## src/rtl/vidcap_pkg.sv

```systemverilog
// Shared types for the dkong video capture block: FSM states,
// packed pixel and FIFO entry layouts, default raster size.
package vidcap_pkg;
   localparam int H_ACTIVE_DEF = 256;
   localparam int V_ACTIVE_DEF = 224;
   localparam int ADDR_W_DEF   = 16;

   typedef enum logic [2:0] {
      IDLE,
      ARMED,
      CAPTURE,
      FLUSH,
      DONE
   } cap_state_t;

   typedef struct packed {
      logic [2:0] r;
      logic [2:0] g;
      logic [1:0] b;
   } pix_t;

   typedef struct packed {
      logic [ADDR_W_DEF-1:0] addr;
      pix_t                  pix;
   } fifo_ent_t;
endpackage

```

## src/rtl/vidcap_fifo.sv

```systemverilog
// Synchronous FIFO with async active-high reset; the head is forced
// to zero while empty so the write port idles at a clean value.
module vidcap_fifo #(
   parameter int W     = 24,
   parameter int DEPTH = 16
) (
   input  logic                       clk,
   input  logic                       rst,
   input  logic                       push,
   input  logic [W-1:0]               din,
   input  logic                       pop,
   output logic [W-1:0]               dout,
   output logic                       full,
   output logic                       empty,
   output logic [$clog2(DEPTH):0]     count
);
   localparam int AW = $clog2(DEPTH);
   localparam logic [AW:0] FULL_CNT = DEPTH[AW:0];

   logic [W-1:0]  r_mem [DEPTH];
   logic [AW-1:0] r_wptr;
   logic [AW-1:0] r_rptr;
   logic [AW:0]   r_count;
   logic          w_do_push;
   logic          w_do_pop;

   assign empty     = (r_count == '0);
   assign full      = (r_count == FULL_CNT);
   assign count     = r_count;
   assign w_do_pop  = pop & ~empty;
   // a full FIFO still accepts a push when the head leaves this cycle
   assign w_do_push = push & (~full | w_do_pop);
   assign dout      = empty ? '0 : r_mem[r_rptr];

   always_ff @(posedge clk) begin
      if (w_do_push) r_mem[r_wptr] <= din;
   end

   always_ff @(posedge clk or posedge rst) begin
      if (rst) begin
         r_wptr  <= '0;
         r_rptr  <= '0;
         r_count <= '0;
      end else begin
         if (w_do_push) r_wptr <= r_wptr + 1'b1;
         if (w_do_pop)  r_rptr <= r_rptr + 1'b1;
         unique case ({w_do_push, w_do_pop})
            2'b10:   r_count <= r_count + 1'b1;
            2'b01:   r_count <= r_count - 1'b1;
            default: r_count <= r_count;
         endcase
      end
   end
endmodule

```

## src/rtl/dkong_video_capture.sv

```systemverilog
// Pixel stream capture into a byte framebuffer with ready/valid backpressure.
// Define DKONG_CAPTURE_ROTATE_EN for transposed (rotated monitor) addressing.
module dkong_video_capture
   import vidcap_pkg::*;
#(
   parameter int H_ACTIVE   = H_ACTIVE_DEF,
   parameter int V_ACTIVE   = V_ACTIVE_DEF,
   parameter int FIFO_DEPTH = 16,
   parameter int ADDR_W     = ADDR_W_DEF
) (
   input  logic              clk,
   input  logic              rst,
   input  logic              cap_ena,
   input  logic              pix_stb,
   input  logic              video_valid,
   input  logic [2:0]        r_sig,
   input  logic [2:0]        g_sig,
   input  logic [1:0]        b_sig,
   input  logic              vblk,
   output logic              fb_wr_valid,
   input  logic              fb_wr_ready,
   output logic [ADDR_W-1:0] fb_wr_addr,
   output logic [7:0]        fb_wr_data,
   output logic              frame_done,
   output logic              overflow,
   input  logic              ovf_clr,
   output logic              busy
);
   localparam int XW = $clog2(H_ACTIVE + 1);
   localparam int YW = $clog2(V_ACTIVE + 1);
   localparam int CW = $clog2(FIFO_DEPTH) + 1;
   localparam int EW = ADDR_W + 8;

   typedef struct packed {
      logic [ADDR_W-1:0] addr;
      pix_t              pix;
   } ent_t;

   cap_state_t      r_state;
   cap_state_t      w_next;
   logic            r_vblk_q;
   logic            r_vv_q;
   logic [XW-1:0]   r_x;
   logic [YW-1:0]   r_y;
   logic            r_push;
   ent_t            r_ent;
   logic            r_ovf;

   logic            w_fs;
   logic            w_vrise;
   logic            w_lend;
   logic            w_take;
   logic            w_pop;
   logic            w_full;
   logic            w_empty;
   logic            w_drop;
   logic [CW-1:0]   w_cnt;
   logic [EW-1:0]   w_dout;
   logic [ADDR_W-1:0] w_addr;

   assign w_fs    = pix_stb & r_vblk_q & ~vblk;
   assign w_vrise = pix_stb & ~r_vblk_q & vblk;
   assign w_lend  = pix_stb & r_vv_q & ~video_valid;
   assign w_take  = pix_stb & video_valid & (r_state == CAPTURE)
                  & (r_x < XW'(H_ACTIVE)) & (r_y < YW'(V_ACTIVE));

`ifdef DKONG_CAPTURE_ROTATE_EN
   assign w_addr = ADDR_W'(32'(r_x) * 32'(V_ACTIVE)
                 + 32'(V_ACTIVE - 1) - 32'(r_y));
`else
   assign w_addr = ADDR_W'(32'(r_y) * 32'(H_ACTIVE) + 32'(r_x));
`endif

   assign w_pop  = fb_wr_ready & ~w_empty;
   assign w_drop = r_push & w_full & ~w_pop;

   assign fb_wr_valid              = ~w_empty;
   assign {fb_wr_addr, fb_wr_data} = w_dout;
   assign frame_done               = (r_state == DONE);
   assign busy                     = (r_state != IDLE);
   assign overflow                 = r_ovf;

   vidcap_fifo #(
      .W     (EW),
      .DEPTH (FIFO_DEPTH)
   ) u_fifo (
      .clk   (clk),
      .rst   (rst),
      .push  (r_push),
      .din   (r_ent),
      .pop   (fb_wr_ready),
      .dout  (w_dout),
      .full  (w_full),
      .empty (w_empty),
      .count (w_cnt)
   );

   always_comb begin
      w_next = r_state;
      unique case (r_state)
         IDLE:    if (cap_ena) w_next = ARMED;
         ARMED: begin
            if (!cap_ena)  w_next = IDLE;
            else if (w_fs) w_next = CAPTURE;
         end
         CAPTURE: if (w_vrise || r_y == YW'(V_ACTIVE)) w_next = FLUSH;
         // the registered push stage must be empty too, not just the FIFO
         FLUSH:   if (w_cnt == '0 && !r_push) w_next = DONE;
         DONE:    w_next = cap_ena ? ARMED : IDLE;
         default: w_next = IDLE;
      endcase
   end

   always_ff @(posedge clk or posedge rst) begin
      if (rst) begin
         r_state  <= IDLE;
         r_vblk_q <= 1'b0;
         r_vv_q   <= 1'b0;
         r_x      <= '0;
         r_y      <= '0;
         r_push   <= 1'b0;
         r_ent    <= '0;
         r_ovf    <= 1'b0;
      end else begin
         r_state <= w_next;
         r_push  <= w_take;
         if (w_take) begin
            r_ent.addr <= w_addr;
            r_ent.pix  <= {r_sig, g_sig, b_sig};
         end
         if (pix_stb) begin
            r_vblk_q <= vblk;
            r_vv_q   <= video_valid;
         end
         if (r_state == ARMED && w_fs) begin
            r_x <= '0;
            r_y <= '0;
         end else if (w_take) begin
            r_x <= r_x + 1'b1;
         end else if (r_state == CAPTURE && w_lend) begin
            r_x <= '0;
            if (r_y < YW'(V_ACTIVE)) r_y <= r_y + 1'b1;
         end
         if (w_drop)       r_ovf <= 1'b1;
         else if (ovf_clr) r_ovf <= 1'b0;
      end
   end
endmodule

```

## config.mk

```make
export PLATFORM = sky130hd
export DESIGN_NAME = dkong_video_capture
export DESIGN_NICKNAME = d
export VERILOG_FILES = /design/src/rtl/vidcap_pkg.sv /design/src/rtl/vidcap_fifo.sv /design/src/rtl/dkong_video_capture.sv
export SDC_FILE = /design/constraint.sdc
export NUM_CORES = 1
export LEC_CHECK = 0
export CAP_MARGIN = 10
export CORE_UTILIZATION = 50
export CTS_BUF_LIST = sky130_fd_sc_hd__clkbuf_4 sky130_fd_sc_hd__clkbuf_8
export CTS_CLUSTER_DIAMETER = 120
export DETAILED_ROUTE_END_ITERATION = 16
export GPL_TIMING_DRIVEN = 0
export PLACE_DENSITY = 0.69
export SLEW_MARGIN = 20
export SYNTH_ARGS = -nofsm -noshare
export SYNTH_HDL_FRONTEND = slang
export SYNTH_SLANG_ARGS = --single-unit
```

## constraint.sdc

```tcl
create_clock -name clk -period 3.1 [get_ports clk]
set_clock_uncertainty 0.15 [all_clocks]
set_input_delay 0.775 -clock clk [delete_from_list [all_inputs] [get_ports clk]]
set_output_delay 0.775 -clock clk [all_outputs]
set_load 0.005 [all_outputs]
```

==> results by group <==
Timing
  • Max Slew Vio Count: 0
  • Setup slack after layout: -286 ps
  • Setup tns final: -5980 ps
  • Fmax: between 0.2 and 0.3 GHz
  • Least-Margin Pin Slew: 872 ps
  • Final hold violation count: 0
  • Fin crit share: 1.09
  • RSZ-0062 raised after global routing: yes
  • Tmin final: about 3400 ps
  • Final setup violation count: 24
  • Slew headroom: 0.413

Pwr
  • Power density over cell area: 891 nW/um^2
  • Leak: just under 8 nW
  • Worst vdd ir: around 520 uV
  • Tot Pwr: 19.3 mW

Setup path
  • Largest fanout on the critical path: 6
  • RR Startpoint: u_fifo.count[0]
  • CP Data Arrival Time: about 2500 ps
  • Worst Setup End Kind: output port
  • Worst r2r dst: u_fifo.count[3]
  • Setup crit start kind: register
  • R2r setup slk: about 290 ps
  • Setup crit end: fb_wr_data[6]
  • WS Path Type: register to output port
  • R2R depth: 7
  • Required @ worst endpoint: 2170 ps
  • CP startpoint: u_fifo.count[0]

Clock tree
  • CTS tree: yes
  • Clk Latency, worst-skew pair: 580 ps
  • Htree depth: 3
  • Clk buf depth: 3
  • Clock buffer count from CTS: 72
  • CTS clk-pin slew, worst paths: 60 ps
  • Cts-stage hold buffer count: 0
  • Root buf cell: clkbuf_8
  • Clk sink count: 445

Route
  • Vias per inst: 5.88
  • Per-cell routed wire length: 24.9 um
  • Vias after detailed routing: 9,541
  • Drt drc: 0
  • Post-DRT Antenna Nets: 0
  • DRC violation total after the first TritonRoute iteration: 1,028
  • TritonRoute pass-1 iters: 5
  • Total Wirelength: around 40,000 um

Logic synthesis
  • Primary FF master, synth: edfxtp_1
  • Syn avg cell area: 18.8 um^2
  • Yosys Warn Count: 0
  • Syn_nets: 979
  • Fraction of registers with async set or reset after synthesis: 0.137
  • Mapped Area: 17,800 um^2
  • Post-Synthesis Cells: 951
  • Library cells used by synthesis: between 60 and 70
  • Post-synthesis sequential area ratio: 0.732
  • FF+latch count, synth: 445
  • EDFF count, synth: 384

Cells and area
  • Syn-to-layout area delta: 21.5%
  • Ratio of cells with drive above 1 in the final layout: 0.344
  • Nets: 1,141

Placement
  • Routability cong.: 0.817
  • Port bufs: 42
  • Post-detail-place hpwl: approximately 26,000 um

Die
  • Core area: 34,800 um^2
  • Die Ht: 191 um
  • Starting Density: 0.513
  • Rows: 68
  • Die area: 36,400 um^2
  • Chip Width: approximately 190 um
  • Ports: 44

Hold path
  • Worst Hold Class: primary input to asynchronous set/reset pin

Global route
  • First-pass GRT wire length: ~60,000 um
  • Global-route total usage across every layer: 0.228
  • Pin count of the biggest net entering global routing: 49
  • Antenna violations before repair: 1
  • Vias in the first global route: 9,711
  • Global route overflow: 0

Run status
  • Violated checks: setup timing
  • Status: finished, violations left

Flow run
  • Max cap viols: 0
==> cells in the mapped netlist (all sizes together) (6+ instances only) <==
| library cell | number | area share |
|---|---|---|
| nor3 | 10 | 0.0031 |
| xnor2 | 13 | 0.0064 |
| o21ai | 16 | 0.0045 |
| clkbuf | 23 | 0.0048 |
| nor4 | 9 | 0.0032 |
| nor2 | 29 | 0.0070 |
| ha | 12 | 0.0084 |
| mux2i | 53 | 0.030 |
| buf | 31 | 0.010 |
| mux4 | 96 | 0.12 |
| dfrtp | 61 | 0.086 |
| a21oi | 10 | 0.0028 |
| nand3 | 15 | 0.0042 |
| nand2 | 77 | 0.017 |
| o22ai | 24 | 0.0084 |
| edfxtp | 384 | 0.65 |
| inv | 13 | 0.0029 |
| nand2b | 7 | 0.0025 |
| xor2 | 6 | 0.0029 |
==> final cells by class <==
| class | count | area (um^2) |
|---|---|---|
| multi-input combinational | 439 | 4940 |
| inverter | 13 | 58.8 |
| clock inverter | 26 | 218 |
| timing repair buffer | 92 | 1140 |
| clock buffer | 102 | 1230 |
| sequential | 445 | 13100 |
| buffer | 50 | 449 |
| fill | 2336 | 13100 |
| tap | 455 | 569 |
| antenna | 1 | 2.50 |
==> metal layers <==
| layer | GRT usage | share of wire | vias to the layer above |
|---|---|---|---|
| met1 | 0.307 | 0.40 | 4975 |
| met4 | 0.0612 | 0.020 | 0 |
| met2 | 0.374 | 0.51 | 356 |
| met5 | 0 | 0 | - |
| li1 | - | - | 4162 |
| met3 | 0.0545 | 0.069 | 48 |
==> repair_timing <==
action / in CTS / in global routing
pin swaps: 16 / 9
cloned: 2 / 1
setup endpoints to repair: 25 / 25
setup buffers: 20 / 6
gates resized for setup: 212 / 32
==> registers in the layout (all words and copies together), names as in the netlist <==
signal and count:
u_fifo.r_rptr 4, r_ent 24, u_fifo.r_wptr 4, r_state 3
r_vblk_q 1, r_x 9, r_y 8, u_fifo.r_mem 384
u_fifo.count 5, overflow 1, r_push 1, r_vv_q 1
==> cells in the final DEF (no fill, tap or decap), types with 9 or more instances in the layout <==
cell type and n:
edfxtp_1 384, mux4_2 96, nand2_1 75, clkbuf_8 75
dfrtp_1 59, mux2i_1 34, clkbuf_4 31, buf_2 30
buf_4 18, clkdlybuf4s50_1 17, nor2_1 16, o21ai_0 15
nand3_1 15, buf_16 15, buf_12 14, xnor2_1 13
clkbuf_1 12, buf_8 12, o22ai_2 12, nor2_4 12
ha_1 12, inv_1 11, buf_6 11, mux2i_4 10
a21oi_1 10, nor4_1 9, mux2i_2 9, clkinv_2 9
clkinv_1 9
==> worst max-delay path, cell delays in order (launching register included) <==
cell and delay [ps]:
dfrtp_1 410, or4_4 590, nor2_8 140, inv_8 60
nand2b_4 80, buf_12 120, buf_12 140, buf_6 120
o22ai_2 70, buf_2 130
==> how the worst min path moves through the flow <==
stage	from	slack, ps	endpoint	depth (start not counted)
2_1_floorplan	u_fifo.r_rptr[3]	310	u_fifo.r_rptr[3]	1
3_3_place_gp	u_fifo.r_rptr[3]	320	u_fifo.r_rptr[3]	1
3_5_place_dp	u_fifo.r_rptr[3]	330	u_fifo.r_rptr[3]	1
4_1_cts	rst	300	u_fifo.r_wptr[0]	2
5_1_grt	rst	320	u_fifo.r_wptr[3]	2
6_report	rst	320	u_fifo.r_wptr[3]	2
==> kinds of logic (layout without fill, tap and decap cells) <==
family                   count (synthesis)  count (layout)  share of synthesized area
AO/OA/AOI/OAI                           78              78                     0.0289
XOR/XNOR                                19              19                    0.00933
adder cells (fa/ha/maj)                 12              12                    0.00842
buffers and inverters                   67             283                     0.0179
flip-flops                             445             445                      0.732
multiplexers                           152             152                      0.154
other                                    0               1                          0
AND/OR/NAND/NOR                        178             178                     0.0501
==> metrics by stage <==
| stage | std cells | hold slack [ps] | setup WS [ps] | util | instance area, um^2 |
|---|---|---|---|---|---|
| 6_report | 1623 | 316 | -286 | 0.623 | 21700 |
| 5_1_grt | 1622 | 321 | -356 | 0.623 | 21700 |
| 3_3_place_gp | 1448 | 323 | -1200 | 0.542 | 18900 |
| 4_1_cts | 1617 | 299 | -376 | 0.617 | 21500 |
| 2_1_floorplan | 951 | 308 | 183 | - | 17900 |
| 3_5_place_dp | 1469 | 332 | -652 | 0.559 | 19400 |
==> report_power, final <==
part	switching [mW]	leakage (nW)	internal [mW]
Clock	2.27	0.771	2.83
Sequential	0.549	4.42	7.23
Combinational	3.23	2.49	3.20
Note: power is estimated with default switching activity, not from simulation.
